===== src/rtl/seg_pkg.sv =====
// seg_pkg: shared constants for the 7-segment readback path.
//   - Active-low segment patterns for digits 0..9 and the all-off blank pattern.
//   - Special decode codes for blank and illegal patterns.
//   - FSM state type for the per-dwell capture controller.
package seg_pkg;

  localparam logic [6:0] SEG_0     = 7'h40;
  localparam logic [6:0] SEG_1     = 7'h79;
  localparam logic [6:0] SEG_2     = 7'h24;
  localparam logic [6:0] SEG_3     = 7'h30;
  localparam logic [6:0] SEG_4     = 7'h19;
  localparam logic [6:0] SEG_5     = 7'h12;
  localparam logic [6:0] SEG_6     = 7'h02;
  localparam logic [6:0] SEG_7     = 7'h78;
  localparam logic [6:0] SEG_8     = 7'h00;
  localparam logic [6:0] SEG_9     = 7'h10;
  localparam logic [6:0] SEG_BLANK = 7'h7F;

  localparam logic [3:0] BCD_BLANK   = 4'hF;
  localparam logic [3:0] BCD_ILLEGAL = 4'hE;

  typedef enum logic [1:0] {
    IDLE,
    SETTLE,
    HOLD
  } state_t;

endpackage


===== src/rtl/seg_readback_if.sv =====
// seg_readback_if: display-bus sample inputs and reconstructed frame outputs.
//   seg_in      : active-low segment lines, bit0=a .. bit6=g
//   dig_sel     : active-high digit enables, one-hot when valid
//   bcd_out     : last complete frame, nibble i = digit i
//   frame_valid : one-cycle pulse when bcd_out updates
//   frame_err   : any slot of the frame held an illegal pattern
// master = display-side driver, slave = seg_readback.
interface seg_readback_if #(parameter int DIGITS = 4);
  logic [6:0]          seg_in;
  logic [DIGITS-1:0]   dig_sel;
  logic [4*DIGITS-1:0] bcd_out;
  logic                frame_valid;
  logic                frame_err;

  modport master (output seg_in, dig_sel, input bcd_out, frame_valid, frame_err);
  modport slave  (input seg_in, dig_sel, output bcd_out, frame_valid, frame_err);
endinterface


===== src/rtl/seg_pattern_decode.sv =====
// seg_pattern_decode: combinational inverse of the display table.
//   seg     in  7 : active-low segment pattern
//   val     out 4 : decoded digit, BCD_BLANK or BCD_ILLEGAL
//   illegal out 1 : pattern is not a recognised digit
// SEG_READBACK_BLANK_EN: when defined, all-off (7'h7F) decodes to BCD_BLANK
// and is legal; otherwise it is illegal like any unlisted pattern.
module seg_pattern_decode
  import seg_pkg::*;
(
  input  logic [6:0] seg,
  output logic [3:0] val,
  output logic       illegal
);

`ifdef SEG_READBACK_BLANK_EN
  localparam bit BLANK_LEGAL = 1'b1;
`else
  localparam bit BLANK_LEGAL = 1'b0;
`endif

  always_comb begin
    val     = BCD_ILLEGAL;
    illegal = 1'b1;
    case (seg)
      SEG_0: begin val = 4'd0; illegal = 1'b0; end
      SEG_1: begin val = 4'd1; illegal = 1'b0; end
      SEG_2: begin val = 4'd2; illegal = 1'b0; end
      SEG_3: begin val = 4'd3; illegal = 1'b0; end
      SEG_4: begin val = 4'd4; illegal = 1'b0; end
      SEG_5: begin val = 4'd5; illegal = 1'b0; end
      SEG_6: begin val = 4'd6; illegal = 1'b0; end
      SEG_7: begin val = 4'd7; illegal = 1'b0; end
      SEG_8: begin val = 4'd8; illegal = 1'b0; end
      SEG_9: begin val = 4'd9; illegal = 1'b0; end
      default: begin
        if (BLANK_LEGAL && seg == SEG_BLANK) begin
          val     = BCD_BLANK;
          illegal = 1'b0;
        end
      end
    endcase
  end

endmodule


===== src/rtl/seg_readback.sv =====
// seg_readback: reconstructs the BCD value shown on a multiplexed active-low
// 7-segment bus. Each digit dwell is debounced (STABLE_CYCLES identical
// samples), decoded once, and stored in its slot; when every slot has been
// seen, the slots are published as one frame.
//   clk, rst_n : clock, asynchronous active-low reset
//   bus        : seg_readback_if.slave (seg_in, dig_sel in; bcd_out,
//                frame_valid, frame_err out)
// Optional feature macro: SEG_READBACK_BLANK_EN (blank pattern legal, see
// seg_pattern_decode).
module seg_readback
  import seg_pkg::*;
#(
  parameter int DIGITS        = 4,
  parameter int STABLE_CYCLES = 4
) (
  input  logic           clk,
  input  logic           rst_n,
  seg_readback_if.slave  bus
);

  localparam int CW = $clog2(STABLE_CYCLES + 1);
  localparam int IW = (DIGITS > 1) ? $clog2(DIGITS) : 1;

  logic [DIGITS-1:0]      prev_sel;
  logic [6:0]             prev_seg;
  logic [CW-1:0]          cnt, cnt_nxt;
  logic                   onehot, changed, capture;
  logic [IW-1:0]          idx;
  state_t                 state, state_nxt;

  logic [DIGITS-1:0][3:0] slots;
  logic [DIGITS-1:0]      seen, err;
  logic [3:0]             dec_val;
  logic                   dec_ill;

  seg_pattern_decode u_dec (.seg(bus.seg_in), .val(dec_val), .illegal(dec_ill));

  always_comb begin
    onehot  = $onehot(bus.dig_sel);
    changed = {bus.dig_sel, bus.seg_in} != {prev_sel, prev_seg};
    // cnt_nxt counts the current sample: 1 on a fresh value, saturating after.
    if (changed || !onehot)                   cnt_nxt = CW'(1);
    else if (cnt == CW'(STABLE_CYCLES))       cnt_nxt = cnt;
    else                                      cnt_nxt = cnt + CW'(1);
    idx = '0;
    for (int i = 0; i < DIGITS; i++)
      if (bus.dig_sel[i]) idx = IW'(i);
  end

  always_comb begin
    state_nxt = state;
    capture   = 1'b0;
    case (state)
      IDLE:   if (onehot) state_nxt = SETTLE;
      SETTLE: begin
        if (!onehot) state_nxt = IDLE;
        else if (cnt_nxt == CW'(STABLE_CYCLES)) begin
          capture   = 1'b1;
          state_nxt = HOLD;
        end
      end
      HOLD: begin
        if (!onehot)      state_nxt = IDLE;
        else if (changed) state_nxt = SETTLE;
      end
      default: state_nxt = IDLE;
    endcase
  end

  always_ff @(posedge clk or negedge rst_n) begin
    if (!rst_n) begin
      prev_sel <= '0;
      prev_seg <= '0;
      cnt      <= '0;
      state    <= IDLE;
    end else begin
      prev_sel <= bus.dig_sel;
      prev_seg <= bus.seg_in;
      cnt      <= cnt_nxt;
      state    <= state_nxt;
    end
  end

  always_ff @(posedge clk or negedge rst_n) begin
    if (!rst_n) begin
      slots           <= '0;
      seen            <= '0;
      err             <= '0;
      bus.bcd_out     <= '0;
      bus.frame_err   <= 1'b0;
      bus.frame_valid <= 1'b0;
    end else begin
      bus.frame_valid <= 1'b0;
      if (&seen) begin
        bus.bcd_out     <= slots;
        bus.frame_err   <= |err;
        bus.frame_valid <= 1'b1;
        seen            <= '0;
        err             <= '0;
      end
      // Placed after the frame-end clear so a same-cycle capture seeds the
      // next frame instead of being lost.
      if (capture) begin
        slots[idx] <= dec_val;
        seen[idx]  <= 1'b1;
        err[idx]   <= dec_ill;
      end
    end
  end

endmodule


===== src/flat_wrapper.sv =====
// flat-port wrapper written by rule: the top's interface ports become plain ports
module seg_readback_flat import seg_pkg::*;
#(
  parameter int DIGITS        = 4,
  parameter int STABLE_CYCLES = 4
)
  (clk, rst_n, bus_seg_in, bus_dig_sel, bus_bcd_out, bus_frame_valid, bus_frame_err);
  seg_readback_if #(.DIGITS(DIGITS)) bus_i ();
  input  logic clk;
  input  logic rst_n;
  input wire logic [$bits(bus_i.seg_in)-1:0] bus_seg_in;
  input wire logic [$bits(bus_i.dig_sel)-1:0] bus_dig_sel;
  output wire logic [$bits(bus_i.bcd_out)-1:0] bus_bcd_out;
  output wire logic [$bits(bus_i.frame_valid)-1:0] bus_frame_valid;
  output wire logic [$bits(bus_i.frame_err)-1:0] bus_frame_err;
  assign bus_i.seg_in = bus_seg_in;
  assign bus_i.dig_sel = bus_dig_sel;
  assign bus_bcd_out = bus_i.bcd_out;
  assign bus_frame_valid = bus_i.frame_valid;
  assign bus_frame_err = bus_i.frame_err;
  seg_readback #(.DIGITS(DIGITS), .STABLE_CYCLES(STABLE_CYCLES)) u_core (.clk(clk), .rst_n(rst_n), .bus(bus_i));
endmodule

===== config.mk =====
export PLATFORM = sky130hd
export DESIGN_NAME = seg_readback_flat
export DESIGN_NICKNAME = d
export VERILOG_FILES = /design/src/rtl/seg_pkg.sv /design/src/rtl/seg_readback_if.sv /design/src/rtl/seg_pattern_decode.sv /design/src/rtl/seg_readback.sv /design/src/flat_wrapper.sv
export SDC_FILE = /design/constraint.sdc
export NUM_CORES = 1
export LEC_CHECK = 0
export BUFFER_PORTS_ARGS = -buffer_cell sky130_fd_sc_hd__buf_2
export CAP_MARGIN = 0
export CELL_PAD_IN_SITES_DETAIL_PLACEMENT = 0
export CELL_PAD_IN_SITES_GLOBAL_PLACEMENT = 2
export CORE_MARGIN = 1.5
export CORE_UTILIZATION = 41
export DETAILED_ROUTE_END_ITERATION = 12
export HOLD_SLACK_MARGIN = 0.05
export PLACE_DENSITY_LB_ADDON = 0.05
export REMOVE_ABC_BUFFERS = 1
export SLEW_MARGIN = 20
export SYNTH_ARGS = -nofsm -noshare
export SYNTH_HDL_FRONTEND = slang
export SYNTH_HIERARCHICAL = 1
export SYNTH_SLANG_ARGS = --single-unit
export TNS_END_PERCENT = 30

===== constraint.sdc =====
create_clock -name clk -period 4.3 [get_ports clk]
set_clock_uncertainty 0.15 [all_clocks]
set_input_delay 0.43 -clock clk [delete_from_list [all_inputs] [get_ports clk]]
set_output_delay 0.43 -clock clk [all_outputs]
set_load 0.01 [all_outputs]

# After elaboration in Yosys (flattened, before gate mapping)
# Cells that the tools add are included.
[totals]
ff_bits = 58
out_inout_bits = 18
[op_classes]
muxes = 27
bitwise_logic = 1
n_addsub = 4
n_lt_le_gt_ge = 2
eq_ne = 18
reduce_logical = 9
[op_table]
columns = ["operator", "count"]
rows = [
  ["one-hot mux 4 bit (10 select lines)", 1],
  ["equality test 7 x 5 -> 1 bit (second input constant)", 3],
  ["equality test 7 bit (second input constant)", 3],
  ["2-to-1 mux 4 bit", 5],
  ["bitwise mux 16 bit", 1],
  ["equality test 7 x 6 -> 1 bit (second input constant)", 2],
  ["2-to-1 mux 2 bit", 7],
  ["!= test 11 bit", 1],
  ["OR reduction 10 bit", 1],
  ["demux 4 bit (select 2 bit)", 1],
  ["equality test 7 x 2 -> 1 bit (second input constant)", 1],
  ["logical NOT 7 bit", 1],
  ["2-to-1 mux 1 bit", 7],
  ["equality test 3 bit (second input constant)", 2],
  ["2-to-1 mux 3 bit", 2],
  ["!= test 3 bit (second input constant)", 2],
  ["one-hot mux 2 bit (3 select lines)", 1],
  ["adder 1 x 1 -> 2 bit", 2],
  ["bitwise mux 4 bit", 1],
  ["OR 4 bit", 1],
  ["AND reduction 4 bit", 1],
  ["OR reduction 4 bit", 1],
  ["adder 3 x 1 -> 3 bit (second input constant)", 1],
  ["adder 3 bit", 1],
  ["other kinds (12)", 12],
]

# Logic depth before layout (Yosys ltp)
# Gate-level depths: netlist of run 1.
[depth]
depth_word = 11
mapped_depth = 11
mapped_depth_nobuf = 10

# Cells and area by module
# The synthesis of run 1 kept the hierarchy.
[by_module_without_submodules]
columns = ["mod", "area_per_inst_um2", "cells_each", "instances", "seq_area_each_um2"]
rows = [
  ["seg_readback", 2381.0, 200, 1, 1451.4],
  ["seg_pattern_decode", 192.7, 26, 1, 0.0],
]

# Worst setup path before layout of run 1
# No wires, ideal clock.
[synth_timing]
path_kind = "input -> register"
start = "in bus_dig_sel[0]"
end = "reg u_core/slots[12] (netlist name)"
setup_time_ps = 125
slack_ps = 1169
t_required_ps = 4025
arrival_time_ps = 2856
cell_stages = 11
path_cell_list = "inv_1 fa_1 inv_1 ha_1 ha_1 nor3b_2 nand4_1 nor3_1 or3b_1 buf_6 mux2_4"
[synth_via]
elab_chain_len = 10
[synth_rtl]
columns = ["item", "line_no", "text"]
rows = [
  ["start, declared", "flat_wrapper.sv:12", "input wire logic [$bits(bus_i.dig_sel)-1:0] bus_dig_sel;"],
  ["adder 1 x 1 -> 2 bit (not written as such)", "seg_readback.sv:39", "onehot = $onehot(bus.dig_sel);"],
  ["adder 3 bit (not written as such)", "seg_readback.sv:39", ""],
  ["equality test 3 x 1 -> 1 bit", "seg_readback.sv:39", ""],
  ["logical NOT 1 bit", "seg_readback.sv:42", "if (changed || !onehot) cnt_nxt = CW'(1);"],
  ["logical OR 1 bit", "seg_readback.sv:42", ""],
  ["2-to-1 mux 3 bit", "seg_readback.sv:42", ""],
  ["equality test 3 bit", "seg_readback.sv:57", "else if (cnt_nxt == CW'(STABLE_CYCLES)) begin"],
  ["2-to-1 mux 1 bit", "seg_readback.sv:57", ""],
  ["2-to-1 mux 1 bit *", "seg_readback.sv:56", "if (!onehot) state_nxt = IDLE;"],
  ["2-to-1 mux 1 bit *", "seg_readback.sv:53", "case (state)"],
  ["end signal, assigned by index", "seg_readback.sv:104", "slots[idx] <= dec_val;"],
  ["end, declared", "seg_readback.sv:31", "logic [DIGITS-1:0][3:0] slots;"],
]
# Every way passes the cells marked *; elsewhere a longest branch is shown, timed or not.
# A chain may end at the register's enable or synchronous reset.

# Worst setup path after layout of run 1
[layout_timing]
start = "in bus_dig_sel[3]"
end = "reg u_core/slots[11] (netlist name)"
[layout_via]
elab_chain_len = 10
[layout_rtl]
columns = ["item", "line_no"]
rows = [
  ["adder 1 x 1 -> 2 bit (not written as such)", "seg_readback.sv:39"],
  ["adder 3 bit (not written as such)", "seg_readback.sv:39"],
  ["equality test 3 x 1 -> 1 bit", "seg_readback.sv:39"],
  ["logical NOT 1 bit", "seg_readback.sv:42"],
  ["logical OR 1 bit", "seg_readback.sv:42"],
  ["2-to-1 mux 3 bit", "seg_readback.sv:42"],
  ["equality test 3 bit", "seg_readback.sv:57"],
  ["2-to-1 mux 1 bit", "seg_readback.sv:57"],
  ["2-to-1 mux 1 bit", "seg_readback.sv:56"],
  ["2-to-1 mux 1 bit", "seg_readback.sv:53"],
]
# Parallel ways exist; a longest one is shown, timed or not.

==> run metrics, run 1 <==
flops & latches, synth 58; Hold Crit Class in2reg; Final min period 3.21 ns; Vias/cell 4.87; CTS Sinks 58; Leakage 0.00156 uW; largest net degree at the start of global routing 51; placer congestion estimate 0.718; CP max FO 6; WP data required 4.36 ns; syn avg cell area 11.4 um2; CTS Buf Count 9; setup ws final 1.09 ns; register-to-register setup slack 1.55 ns; Avg WL per Cell 14.1 um; top cells by count, synth 59 x nand2_1, 58 x dfrtp_1, 12 x mux2_1, 12 x xnor2_1, 9 x inv_1; pwr/cell area 353 mW/mm2; die area 0.00676 mm2; layout cells sized above 1 22.3%; status completed; Sw Share 24.4%; initial antenna violation count 0; TNS Setup 0 ns; Root Driver clkbuf_8; Async SR Flop Fraction 100%; n_diodes 0; Internal Pwr Total 798 uW; Crit Path Class in2reg; Logic pwr share 5.9%; cell area after placement 0.00280 mm2; DRC Markers 0; area leader, netlist dfrtp_1; DP Wirelength 3200 um; post-synthesis cell count 226; Reg power frac 52.7%; drt total wl 4840 um; Die Wd 82.2 um; fmax 0.311 GHz; IO Count 31; Worst Path Arrival 3.27 ns; pre-CTS WS 0.795 ns; total track usage 17.0%; Final ANT Viol Nets 0; count of cell types in the netlist 48; sw power 257 uW; H-tree Lvls 3; top cells by area, synth dfrtp_1 56%, nand2_1 8.6%, mux2_1 5.3%; Post-synth EDFFs 0; vias in the first global route 1696; WHS Endpoint u_core/prev_sel[0]; via count 1676; Final Cell Area 0.00298 mm2; sequential share of the synthesized area 56.4%; reg2reg end u_core/slots[14]; crit share post-route 74.7%; Clock Power Share 41.4%; ys flop type dfrtp_1; share of the synthesized area in the top cell type 56.4%; Worst-Skew Late Latency 0.33 ns; die height 82.2 um; max_slew headroom 57.8%; Layout Utilization 49.8%; Worst setup EP type register; Initial Utilization 43.0%; drt initial violations 59; worst hold start bus_dig_sel[0]; area of the mapped netlist 0.00257 mm2; PortBufs 30; Core Region 0.00599 mm2; Clock Path Buffers 2; global route overflow 0; drt pass-1 iters 4; CTS clock-pin slew for the worst setup and hold paths 0.06 ns; Slew @ Worst Pin 0.634 ns; final hold viol count 0; row cnt 28; RSZ-0062 raised after global routing false; max-slew violations 0; most numerous cell in the Yosys netlist nand2_1; worst hold path stage count 1; Finished Layout Cells 344; global-route wire length before repair 8400 um; clock tree from TritonCTS yes; Worst setup SP type input pin; yosys warns 6; post-cts resize count 0; nets 282; Max Cap Viol 0; Layout area overhead 15.9%; number of setup violations in the final report 0; Placed Cells 327; worst flop-to-flop path startpoint u_core/cnt[0]; cell depth of the worst flop-to-flop path 7; peak supply drop 0.166 mV
[worst max-delay path, stage by stage]
cell,delay (ns)
buf_2,0.13
inv_1,0.10
fa_1,0.48
inv_1,0.04
ha_1,0.17
ha_1,0.28
nor3b_2,0.29
nand4_1,0.16
nor3_1,0.28
nor4bb_1,0.36
buf_4,0.23
mux2_1,0.32
[metal layers]
layer	up-vias	wire length, um	track usage [%]
li1	835	-	-
met1	813	2400	22.2
met2	23	2270	26.7
met3	5	121	3.96
met4	0	46	7.63
met5	-	0	0
[logic make-up after synthesis]
family | synth area share [%]
muxes | 9.14
adders and majority gates | 2.72
xor gates and xnor gates | 4.42
buffers and inverters | 2.92
DFF | 56.4
AOI/OAI and AO/OA | 5.64
and+or+nand+nor | 18.8
[layout make-up]
| cell class | count | area [um2] |
|---|---|---|
| clock buffer | 11 | 141 |
| inverter | 10 | 37.5 |
| tap | 75 | 93.8 |
| sequential | 58 | 1450 |
| multi-input combinational | 151 | 1050 |
| timing repair buffer | 34 | 183 |
| fill | 546 | 3010 |
| clock inverter | 5 | 30.0 |
[state kept, by name (all words and copies together) (netlist names)]
register / count
u_core/bus.bcd_out: 16
u_core/slots: 16
u_core/prev_seg: 7
u_core/err: 4
u_core/prev_sel: 4
u_core/seen: 4
u_core/cnt: 3
u_core/state: 2
u_core/bus.frame_err: 1
u_core/bus.frame_valid: 1
[placed cells by master (no fill, tap or decap), drive strengths merged, types with 3 or more instances in the layout]
cell type / Yosys / final
inv: 9 / 9
ha: 4 / 4
clkinv: 1 / 4
dfrtp: 58 / 58
and4b: 3 / 3
mux2: 16 / 16
clkbuf: 3 / 11
nand4: 4 / 4
nor3b: 4 / 4
a21o: 3 / 3
nand2: 59 / 59
a21oi: 4 / 4
xnor2: 12 / 12
nor2: 5 / 5
mux2i: 4 / 4
buf: 4 / 33
nand2b: 3 / 3
[worst max path at each step]
stage	startpoint	end	cells past startpoint
final	bus_dig_sel[3]	u_core/slots[11]	12
after global routing	bus_dig_sel[3]	u_core/slots[9]	12
after CTS	bus_dig_sel[0]	u_core/slots[14]	11
after detailed placement	bus_dig_sel[0]	u_core/slots[11]	12
after global placement	bus_dig_sel[3]	u_core/slots[9]	12
after floorplan	bus_dig_sel[0]	u_core/slots[10]	10
[per-stage QoR]
stage	power, uW	hold slack (ns)
global placement	629	0.137
detailed placement	629	0.141
CTS	1070	0.0902
floorplan	596	-0.0156
global route	1110	0.0969
finish	1050	0.103
[power by group through the flow]
stage	clock, uW	sequential, uW	combinational [uW]
after detailed placement	0	566	62.5
after floorplan	0	566	29.8
final	436	556	62.0
after global placement	0	566	62.5
after CTS	455	556	63.6
after global routing	478	556	71.9
[repair_timing]
| item | CTS | global route |
|---|---|---|
| setup buffers | 0 | 0 |
| hold buffers | 1 | 0 |
| hold endpoints to repair | 8 | 0 |
Power figures use the tool's default switching activity.
==> run 2, diff against run 1 <==
--- a/config.mk
+++ b/config.mk
@@ -10,7 +10,7 @@
 export CELL_PAD_IN_SITES_DETAIL_PLACEMENT = 0
 export CELL_PAD_IN_SITES_GLOBAL_PLACEMENT = 2
 export CORE_MARGIN = 1.5
-export CORE_UTILIZATION = 41
+export CORE_UTILIZATION = 38
 export DETAILED_ROUTE_END_ITERATION = 12
 export HOLD_SLACK_MARGIN = 0.05
 export PLACE_DENSITY_LB_ADDON = 0.05
==> constraint.sdc (replaced) <==
create_clock -name clk -period 3.35 [get_ports clk]
set_clock_uncertainty 0.15 [all_clocks]
set_input_delay 0.335 -clock clk [delete_from_list [all_inputs] [get_ports clk]]
set_output_delay 0.335 -clock clk [all_outputs]
set_load 0.01 [all_outputs]
==> run 2 against run 1 <==
Net effect: the flow now finishes with violations (design-rule violations); count of clock-buffer cells in the layout unchanged; hold slack got worse by 0.035 ns; die area up 7.6%; critical endpoint is now u_core/slots[14]; highest routed layer unchanged.
==> run metrics, run 2 (same netlist as run 1, synthesis figures left out) <==
status finished with violations; failing checks design-rule violations; CTS Sinks 58 (unchanged); leading cell type in the layout, fill and taps excluded nand2_1; largest net degree at the start of global routing 48 (-5.9%); Sw Share 23.5% (-0.86 points); Vias/cell 4.96 (+1.8%); total track usage 15.4% (-1.6 points); drt pass-1 iters 8 (+4); CTS clock-pin slew for the worst setup and hold paths 0.06 ns (about the same); drt total wl 4940 um (+2.0%); WP data required 3.41 ns (-0.95 ns); Initial Utilization 39.8% (-3.1 points); CP max FO 6 (unchanged); n_diodes 0 (unchanged); Final ANT Viol Nets 0 (unchanged); global route overflow 0 (unchanged); max_slew headroom 59.9% (+2.1 points); most frequent cells in the layout 59 x nand2_1, 58 x dfrtp_1, 29 x buf_2; overall power 1340 uW (+27%); Worst Path Arrival 3.01 ns (-0.26 ns); area occupied by multi-input gates 0.00105 mm2 (unchanged); row cnt 29 (+3.6%); Worst setup SP type input pin; die height 85.3 um (+3.7%); fmax 0.339 GHz; TNS Setup 0 ns (unchanged); DP Wirelength 3330 um (+4.0%); Core Region 0.00646 mm2 (+7.8%); IO Count 31 (unchanged); Leakage 0.00161 uW (+2.8%); clock tree from TritonCTS yes; sw power 315 uW (+22%); peak supply drop 0.186 mV (+12%); final hold viol count 0 (unchanged); Logic pwr share 6.6% (+0.7 points); total setup buffers inserted after CTS 0 (unchanged); # fillers 645 (+18%); drt initial violations 71 (+20%); vias in the first global route 1747 (+3.0%); global-route wire length before repair 8590 um (+2.2%); Reg power frac 53.3% (+0.6 points); PortBufs 30 (unchanged); initial antenna violation count 0 (unchanged); Crit Path Class in2reg; number of setup violations in the final report 0 (unchanged); Die Wd 85.3 um (+3.7%); worst hold path stage count 1 (unchanged); Final min period 2.95 ns; biggest regs u_core/bus.bcd_out (16), u_core/slots (16), u_core/prev_seg (7); CTS Buf Count 9 (unchanged); pwr/cell area 437 mW/mm2 (+24%); H-tree Lvls 3 (unchanged); Clock Path Buffers 2 (unchanged); Clock Power Share 40.1% (-1.3 points); RSZ-0062 raised after global routing false; Avg WL per Cell 14.0 um (-0.84%); Root Driver clkbuf_8; via count 1755 (+4.7%); cell depth of the worst flop-to-flop path 7 (unchanged); Hold Crit Class in2reg; Worst setup EP type register; DRC Markers 3 (+3); Internal Pwr Total 1020 uW (+28%); max-slew violations 0 (unchanged); Max Cap Viol 0 (unchanged); crit share post-route 88.1%; Slew @ Worst Pin 0.600 ns (-0.0333 ns); layout cells sized above 1 22.4% (+0.078 points); Layout area overhead 19.2%; Worst-Skew Late Latency 0.33 ns (about the same); die area 0.00728 mm2 (+7.6%); placer congestion estimate 0.722 (+0.60%); Sequential Area 0.00145 mm2 (unchanged); nets 292 (+3.5%)
==> run 2: cell count changes in the layout (fill, tap and decap cells not counted) <==
| cell | change |
|---|---|
| buf_4 | +5 |
| dlygate4sd3_1 | +6 |
| clkinvlp_4 | -1 |
| clkinv_2 | -1 |
| buf_2 | -1 |
==> run 2: power groups by stage <==
stage                     sequential (uW)  clock (uW)  combinational, uW
after floorplan                       726           0               38.3
after global placement                727           0               83.6
after detailed placement              727           0               83.8
after CTS                             714         562               89.4
after global routing                  714         594                101
final                                 714         537               88.3
==> run 2: cell type report <==
type | count | share of cell area, %
multi-input cells | 151 | 34.1
inverters | 10 | 1.22
flip-flops and latches | 58 | 47.3
clock buffers | 11 | 4.61
repair buffers | 44 | 8.98
clock inverters | 3 | 0.571
well taps | 77 | 3.14
==> run 2: per-layer routing <==
metal	global-route usage [%]	share of wire, %
met5	0	0
met4	5.72	1.1
met2	24.2	47
met1	19.8	47
met3	5.25	4.0
==> run 2: final timing paths <==
kind / startpoint / to / slack, ns
hold reg to reg: u_core/slots[2] / u_core/bus.bcd_out[2] / 0.31
hold / removal: bus_seg_in[0] / u_core/prev_seg[0] / 0.07
setup / recovery: bus_dig_sel[2] / u_core/slots[14] / 0.40
max in group asynchronous: rst_n / u_core/seen[3] / 2.04
setup reg to reg: u_core/cnt[0] / u_core/slots[14] / 0.58
min in group asynchronous: rst_n / u_core/bus.bcd_out[8] / 0.40
==> run 2: metrics by stage <==
stage               util (%)  worst slack [ns]  instances  area (um2)  hold WS (ns)
floorplan                  -           -0.0689        219        2540        -0.111
global placement        43.9            0.0819        333        2840         0.299
detailed placement      43.9            0.0448        333        2840         0.298
CTS                     47.3             0.397        353        3050        0.0522
global route            47.5             0.221        354        3070        0.0551
finish                  47.5             0.399        354        3070        0.0680
==> run 2: worst max-delay path: stages <==
cell,delay [ns]
dlygate4sd3_1,0.53
buf_2,0.16
ha_1,0.20
ha_1,0.28
nor3b_2,0.21
nand4_1,0.13
nor3_1,0.27
or3b_1,0.55
mux2_4,0.35
==> run 2: repair_timing <==
item | in CTS | in global routing
hold buffers | 6 | 1
setup endpoints to repair | 0 | 0
hold endpoints to repair | 6 | 46
gates resized for setup | 0 | 0
==> run 3, diff against run 2 <==
--- a/config.mk
+++ b/config.mk
@@ -13,7 +13,7 @@
 export CORE_UTILIZATION = 38
 export DETAILED_ROUTE_END_ITERATION = 12
 export HOLD_SLACK_MARGIN = 0.05
-export PLACE_DENSITY_LB_ADDON = 0.05
+export PLACE_DENSITY = 0.88
 export REMOVE_ABC_BUFFERS = 1
 export SLEW_MARGIN = 20
 export SYNTH_ARGS = -nofsm -noshare
==> constraint.sdc (replaced) <==
create_clock -name clk -period 3.35 [get_ports clk]
set_clock_uncertainty 0.15 [all_clocks]
set_input_delay 0.67 -clock clk [delete_from_list [all_inputs] [get_ports clk]]
set_output_delay 0.67 -clock clk [all_outputs]
set_load 0.01 [all_outputs]
==> run 3 against run 2 <==
Net effect: the run still ends with design-rule violations left; sequential cell count unchanged; critical path type unchanged; sequential share of layout area down 0.67 points; maximum frequency down 7.2%; non-clock buffer count up 1; power up 9.3%; cell count up 0.85%.
==> run metrics, run 3 (same netlist as run 1, synthesis figures left out) <==
Initial Utilization 39.8% (unchanged); Crit Path Class in2reg; global route overflow 0 (unchanged); fmax 0.314 GHz (-7.2%); metal2 WL 2170 um (-7.4%); largest net degree at the start of global routing 39 (-19%); CTS clock-pin slew for the worst setup and hold paths 0.07 ns (about the same); n_diodes 0 (unchanged); Core Region 0.00646 mm2 (unchanged); DRC Markers 3 (unchanged); via count 1744 (-0.63%); Final Cell Area 0.00311 mm2 (+1.4%); DP Wirelength 3340 um (+0.35%); setup ws final 0.169 ns (-0.230 ns); biggest regs u_core/bus.bcd_out (16), u_core/slots (16), u_core/prev_seg (7); pwr/cell area 470 mW/mm2 (+7.7%); H-tree Lvls 3 (unchanged); Layout area overhead 20.9%; status finished with violations; peak supply drop 0.309 mV (+67%); final hold viol count 0 (unchanged); PortBufs 30 (unchanged); vias in the first global route 1709 (-2.2%); Final ANT Viol Nets 0 (unchanged); Final min period 3.18 ns (+0.230 ns); Worst-Skew Late Latency 0.33 ns (about the same); Worst Path Arrival 3.25 ns (+0.24 ns); Worst setup SP type input pin; drt initial violations 103 (+45%); Root Driver clkbuf_8; drt total wl 4920 um (-0.38%); # fillers 619 (-4.0%); CP max FO 6 (unchanged); Sequential Area 0.00145 mm2 (unchanged); row cnt 29 (unchanged); Max Cap Viol 0 (unchanged); Routed met3 length 206 um (+5.1%); die height 85.3 um (unchanged); routed length on met1 2480 um (+5.6%); CTS Buf Count 9 (unchanged); cell area after placement 0.00290 mm2 (+2.1%); area occupied by multi-input gates 0.00106 mm2 (+1.1%); clock tree from TritonCTS yes; IO Count 31 (unchanged); total setup buffers inserted after CTS 0 (unchanged); max_slew headroom 66.3% (+6.4 points); die area 0.00728 mm2 (unchanged); crit share post-route 95.0% (+6.9 points); Clock Path Buffers 2 (unchanged); Hold Crit Class in2async; most frequent cells in the layout 59 x nand2_1, 58 x dfrtp_1, 30 x buf_2; WP data required 3.42 ns (about the same); Top Metal Used met4; pre-CTS WS -0.251 ns (-0.295 ns); max-slew violations 0 (unchanged); Layout Utilization 48.2% (+0.68 points); Vias/cell 4.89 (-1.5%); Leakage 0.00164 uW (+2.2%); Avg WL per Cell 13.8 um (-1.2%); nets 293 (+0.34%); Slew @ Worst Pin 0.505 ns (-0.0953 ns); leading cell type in the layout, fill and taps excluded nand2_1; hold_ws 0.133 ns (+0.0646 ns); placer congestion estimate 0.747 (+3.4%); number of setup violations in the final report 0 (unchanged); CTS Sinks 58 (unchanged); layout cells sized above 1 26.8% (+4.4 points); Die Wd 85.3 um (unchanged); total track usage 15.7% (+0.36 points); Worst setup EP type register; global-route wire length before repair 8610 um (+0.24%); initial antenna violation count 0 (unchanged); failing checks design-rule violations; drt pass-1 iters 8 (unchanged); RSZ-0062 raised after global routing false
run 3: critical path, cell delays in order:
cell and delay, ns:
buf_2 0.08, inv_1 0.05, fa_1 0.53, inv_1 0.04
ha_1 0.17, ha_1 0.28, nor3b_2 0.21, nand4_1 0.15
nor3_2 0.18, or3b_1 0.54, mux2_4 0.35
run 3: path summary, 6_finish.rpt:
kind | from | end | slack (ns) | cells past startpoint
worst max-delay path | bus_dig_sel[0] | u_core/slots[13] | 0.17 | 11
worst min-delay path | rst_n | u_core/bus.frame_valid | 0.13 | 1
worst max register to register | u_core/cnt[0] | u_core/slots[13] | 0.58 | 7
worst min register to register | u_core/slots[2] | u_core/bus.bcd_out[2] | 0.31 | 2
max in group asynchronous | rst_n | u_core/cnt[0] | 2.07 | 2
min in group clk | u_core/slots[2] | u_core/bus.bcd_out[2] | 0.31 | 2
run 3: per-layer routing:
metal,GRT usage (%),vias to the layer above
li1,-,864
met3,3.60,6
met4,9.68,0
met2,22.0,35
met5,0,-
met1,22.1,839
run 3: area by class of cell:
type / instances / area share [%]
clock inverters: 5 / 1.69
inverters: 10 / 1.21
well taps: 77 / 3.10
multi-input cells: 151 / 34.0
repair buffers: 45 / 8.45
clock buffers: 11 / 4.87
flip-flops and latches: 58 / 46.7
run 3: through the flow:
step	total power (uW)	instances	TNS, ns
CTS	1490	357	0
detailed placement	813	341	-3.53
global placement	812	341	-2.03
global route	1530	357	0
finish	1460	357	0
floorplan	765	219	-2.16
run 3: repair_timing:
item,in CTS,in global routing
hold buffers,0,0
resized for setup,0,2
hold endpoints to repair,0,0
endpoints found under the setup margin,0,8
run 3: power breakdown:
| part | switching (uW) | internal [uW] |
|---|---|---|
| Clock | 284 | 380 |
| Sequential | 4.30 | 709 |
| Combinational | 50.0 | 35.7 |
| Total | 339 | 1120 |
